**config.mk**
```make
export PLATFORM = sky130hd
export DESIGN_NAME = mem_data_interface
export DESIGN_NICKNAME = d
export VERILOG_FILES = /design/src/rtl/mem_data_interface.sv
export SDC_FILE = /design/constraint.sdc
export NUM_CORES = 1
export LEC_CHECK = 0
export ABC_AREA = 0
export CAP_MARGIN = 0
export CORE_UTILIZATION = 39
export CTS_CLUSTER_SIZE = 8
export DETAILED_ROUTE_END_ITERATION = 8
export PLACE_DENSITY_LB_ADDON = 0.3
export SYNTH_ARGS = -nofsm -noshare
export SYNTH_HDL_FRONTEND = slang
export SYNTH_SLANG_ARGS = --single-unit
export TNS_END_PERCENT = 50
```
**constraint.sdc**
```tcl
create_clock -name clk -period 1.9 [get_ports clk]
set_input_delay 0.38 -clock clk [delete_from_list [all_inputs] [get_ports clk]]
set_output_delay 0.38 -clock clk [all_outputs]
set_load 0.02 [all_outputs]
```
**src/rtl/mem_data_interface.sv**
```systemverilog
// rtl/mem_data_interface.sv - 6502 memory-side data stage: MDR plus single req/ack memory transaction with timeout
module mem_data_interface #(
  parameter int DATA_W  = 8,
  parameter int ADDR_W  = 16,
  parameter int TIMEOUT = 15
) (
  input  logic              clk,
  input  logic              rst_n,
  input  logic              start_rd,
  input  logic              start_wr,
  input  logic              mdr_load,
  input  logic [ADDR_W-1:0] addr_in,
  input  logic [DATA_W-1:0] data_bus_in,
  output logic [DATA_W-1:0] out_mdr,
  output logic              busy,
  output logic              done,
  output logic              error,
  output logic [ADDR_W-1:0] mem_addr,
  output logic [DATA_W-1:0] mem_wdata,
  input  logic [DATA_W-1:0] mem_rdata,
  output logic              mem_req,
  output logic              mem_we,
  input  logic              mem_ack
);

  localparam int CNT_W = $clog2(TIMEOUT + 1);

  typedef enum logic [1:0] {IDLE, RD_WAIT, WR_WAIT} state_t;

  state_t            state, state_nxt;
  logic [CNT_W-1:0]  cnt, cnt_nxt;
  logic [DATA_W-1:0] mdr_nxt, wdata_nxt;
  logic [ADDR_W-1:0] addr_nxt;
  logic              req_nxt, we_nxt, done_nxt, error_nxt;
  logic              last_wait;

  // The ack is still honoured on the final wait edge; only its absence times out.
  assign last_wait = (cnt == CNT_W'(TIMEOUT - 1));
  assign busy      = (state != IDLE);

  always_ff @(posedge clk or negedge rst_n) begin
    if (!rst_n) begin
      state     <= IDLE;
      cnt       <= '0;
      out_mdr   <= '0;
      mem_addr  <= '0;
      mem_wdata <= '0;
      mem_req   <= 1'b0;
      mem_we    <= 1'b0;
      done      <= 1'b0;
      error     <= 1'b0;
    end else begin
      state     <= state_nxt;
      cnt       <= cnt_nxt;
      out_mdr   <= mdr_nxt;
      mem_addr  <= addr_nxt;
      mem_wdata <= wdata_nxt;
      mem_req   <= req_nxt;
      mem_we    <= we_nxt;
      done      <= done_nxt;
      error     <= error_nxt;
    end
  end

  always_comb begin
    state_nxt = state;
    cnt_nxt   = cnt;
    mdr_nxt   = out_mdr;
    addr_nxt  = mem_addr;
    wdata_nxt = mem_wdata;
    req_nxt   = mem_req;
    we_nxt    = mem_we;
    done_nxt  = 1'b0;
    error_nxt = 1'b0;
    case (state)
      IDLE: begin
        if (mdr_load) mdr_nxt = data_bus_in;
        if (start_rd && start_wr) begin
          error_nxt = 1'b1;
        end else if (start_rd) begin
          addr_nxt  = addr_in;
          we_nxt    = 1'b0;
          req_nxt   = 1'b1;
          cnt_nxt   = '0;
          state_nxt = RD_WAIT;
        end else if (start_wr) begin
          addr_nxt  = addr_in;
          wdata_nxt = data_bus_in;
          we_nxt    = 1'b1;
          req_nxt   = 1'b1;
          cnt_nxt   = '0;
          state_nxt = WR_WAIT;
        end
      end
      RD_WAIT, WR_WAIT: begin
        if (mem_ack) begin
          if (state == RD_WAIT) mdr_nxt = mem_rdata;
          req_nxt   = 1'b0;
          done_nxt  = 1'b1;
          cnt_nxt   = '0;
          state_nxt = IDLE;
        end else if (last_wait) begin
          req_nxt   = 1'b0;
          error_nxt = 1'b1;
          cnt_nxt   = '0;
          state_nxt = IDLE;
        end else begin
          cnt_nxt = cnt + CNT_W'(1);
        end
      end
      default: begin
        req_nxt   = 1'b0;
        cnt_nxt   = '0;
        state_nxt = IDLE;
      end
    endcase
  end

endmodule

```
==> results of run 1 <==
## through the flow
step           setup WS (ps)  setup TNS (ps)  cells  total power, mW
6_report                26.2               0    291             5.01
5_1_grt                -14.5           -58.8    291             5.30
4_1_cts                 19.0               0    289             5.06
3_5_place_dp            -302           -5460    281             4.37
3_3_place_gp            -242           -4260    281             4.27
2_1_floorplan           -159           -1270    133             3.22
## final cells by class
| cell class | instances | area [um2] | area share (%) |
|---|---|---|---|
| clock buffer | 5 | 68.8 | 2.36 |
| clock inverter | 3 | 40.0 | 1.37 |
| inverter | 7 | 26.3 | 0.900 |
| multi-input combinational | 79 | 798 | 27.3 |
| sequential | 42 | 1050 | 36.0 |
| tap | 67 | 83.8 | 2.87 |
| timing repair buffer | 88 | 851 | 29.1 |
## worst max-delay path: stages, from the launching register on
cell and delay, ps:
dfrtp_1 410, inv_2 90, ha_4 200, nor2b_4 120, or4_4 590, mux2_4 340
## report_power, final
group          leakage [nW]  internal (mW)  switching (mW)
sequential            0.507           1.31           0.232
clock                0.0579          0.386           0.288
combinational         0.715           1.58            1.21
total                  1.28           3.28            1.73
## metal layers
metal / part of all wire (%) / vias to the layer above / track usage (%) / routed length [um]
li1: - / 648 / - / -
met1: 41 / 673 / 21.1 / 1750
met2: 55 / 30 / 31.6 / 2330
met3: 3.6 / 4 / 5.56 / 152
met4: 0.98 / 0 / 4.58 / 42
met5: 0 / - / 0 / 0
## registers in the layout, indices dropped and copies added (netlist names)
| register | count |
|---|---|
| cnt | 4 |
| mem_we | 1 |
| mem_req | 1 |
| out_mdr | 8 |
| state | 2 |
| error | 1 |
| mem_wdata | 8 |
| mem_addr | 16 |
| done | 1 |
## worst paths after layout
path | startpoint | end | slack [ps] | cells after the start
hold reg to reg | mem_we | mem_we | 490 | 2
setup reg to reg | state[1] | out_mdr[1] | 30 | 5
hold / removal | rst_n | out_mdr[2] | 40 | 1
max in group asynchronous | rst_n | mem_addr[0] | 1190 | 2
min in group clk | mem_we | mem_we | 490 | 2
setup / recovery | state[1] | out_mdr[1] | 30 | 5
## cell usage after synthesis
cell type,count
o21a_1,1
o21ai_0,4
clkbuf_1,1
mux2_4,8
and2_2,1
nor2b_1,1
nand2_1,5
or4b_2,1
a32o_1,1
nor3_2,1
mux2_2,33
nor2_1,1
a21oi_1,2
mux2i_1,2
clkbuf_8,1
nor2b_4,1
nand2b_1,1
dfrtp_1,42
nand3_1,3
inv_1,7
nand4_1,2
buf_6,3
a31oi_1,1
ha_1,7
or4_4,1
nand4b_1,2
## cell families after synthesis
group	Yosys count	synth area share [%]
compound gates	9	2.81
fa+ha+maj	7	4.57
buf+inv	12	4.05
flops	42	54.9
mux	43	26.7
simple gates	20	6.93
## placed cells by master (no fill, tap or decap), drive strengths merged
master	count
clkdlybuf4s50	71
dfrtp	42
mux2	41
buf	15
ha	7
inv	7
nand2	5
clkbuf	5
o21ai	4
nand3	3
nand4	2
a21oi	2
mux2i	2
nand4b	2
clkinv	2
dlygate4sd2	2
nor2b	2
and2	1
or4	1
nand2b	1
nor3	1
o21a	1
a31oi	1
or4b	1
nor2	1
a32o	1
bufinv	1
## timing repair
item | CTS | global route
pin swaps | 0 | 1
gates resized for setup | 2 | 1
setup buffers | 0 | 2
cloned | 0 | 0
endpoints found under the setup margin | 2 | 8
==> results_dict.tcl, run 1 <==
set metrics [dict create \
    die_w_um 72.1 \
    max_freq_mhz 534 \
    ys_ff_latch 42 \
    synth_nets 178 \
    core_area_mm2 0.00472 \
    tightestPinTransition_ps 481 \
    synth_top_area_share_pct 54.9 \
    drt_iter0_drc 60 \
    skew_ps 6.41 \
    via_per_inst 4.66 \
    firstDrtPassIters 3 \
    cts_tree "yes" \
    status "completed" \
    seq_area_frac_synth_pct 54.9 \
    period_minus_slack_ps 1870 \
    gr-total-overflow 0 \
    gp_congestion 0.763 \
    path_clk_slew_ps 80 \
    synth_cell_types 26 \
    row_count 25 \
    hold_violations 0 \
    grt_usage_pct 17.9 \
    postCtsHoldBufs 0 \
    synth_area_leaders "dfrtp_1 55%, mux2_2 19%, mux2_4 6.3%, ha_1 4.6%, buf_6 1.8%" \
    clockBufferDepth 2 \
    vdd_drop_max_mv 0.834 \
    n_fill_cell 396 \
    cp_max_fo 8 \
    critPathCaptureType "flip-flop" \
    yosysTopAreaCell "dfrtp_1" \
    diodes 0 \
    start_util_pct 40.5 \
    finish.utilization_pct 61.8 \
    cts.htree.levels 2 \
    wl_per_cell_um 14.7 \
    io_buffers 74 \
    critPathRequiredTime_ps 2070 \
    max-cap-violations 0 \
    dp_hpwl_mm 3.33 \
    drc 0 \
    synth_area_per_cell_um2 14.4 \
    syn_area_mm2 0.00191 \
    grt_pass1_vias 1481 \
    via_count 1355 \
    p_leak_nw 1.28 \
    grt_max_degree 23 \
    drive_gt1_share_pct 32.1 \
    crit_type "flip-flop to flip-flop" \
    startpoint_type "flip-flop" \
    numCtsBuffers 5 \
    placed_area_mm2 0.00280 \
    nNetsFinal 268 \
    rsz0062_at_grt "true" \
    design_area_mm2 0.00292 \
    synth_cells 133 \
    maxSlewHeadroom_pct 67.9 \
    cts_sinks 42 \
    setup_viol_count_final 0 \
    syn2layout_area_growth_pct 52.5 \
    cp.arrival_ps 2040 \
    cellPowerDensity_mw_per_mm2 1720 \
    antenna_found_initial 0 \
    grt_first_pass_wirelength_mm 7.01 \
    cts_root_buf "clkbuf_8" \
    io_pins 75 \
    dieArea_mm2 0.00519 \
    ys_warn_count 0 \
    whs_ps 42.0 \
    hp-class "input pin to async pin" \
    ant_nets 0 \
    die_h_um 72.1 \
    finalWirelength_mm 4.27 \
    fin_crit_sh_pct 98.6 \
    finalMaxSlewViolations 0 \
    clock_latency_ps 290 \
]
No activity file was read; power rests on OpenSTA's default activity.
==> run 2, diff against run 1 <==
--- a/config.mk
+++ b/config.mk
@@ -10,6 +10,7 @@
 export CORE_UTILIZATION = 39
 export CTS_CLUSTER_SIZE = 8
 export DETAILED_ROUTE_END_ITERATION = 8
+export HOLD_SLACK_MARGIN = 0.03
 export PLACE_DENSITY_LB_ADDON = 0.3
 export SYNTH_ARGS = -nofsm -noshare
 export SYNTH_HDL_FRONTEND = slang
==> results of run 2 <==
The final DEF is identical to that of run 1; final timing and power are the same.
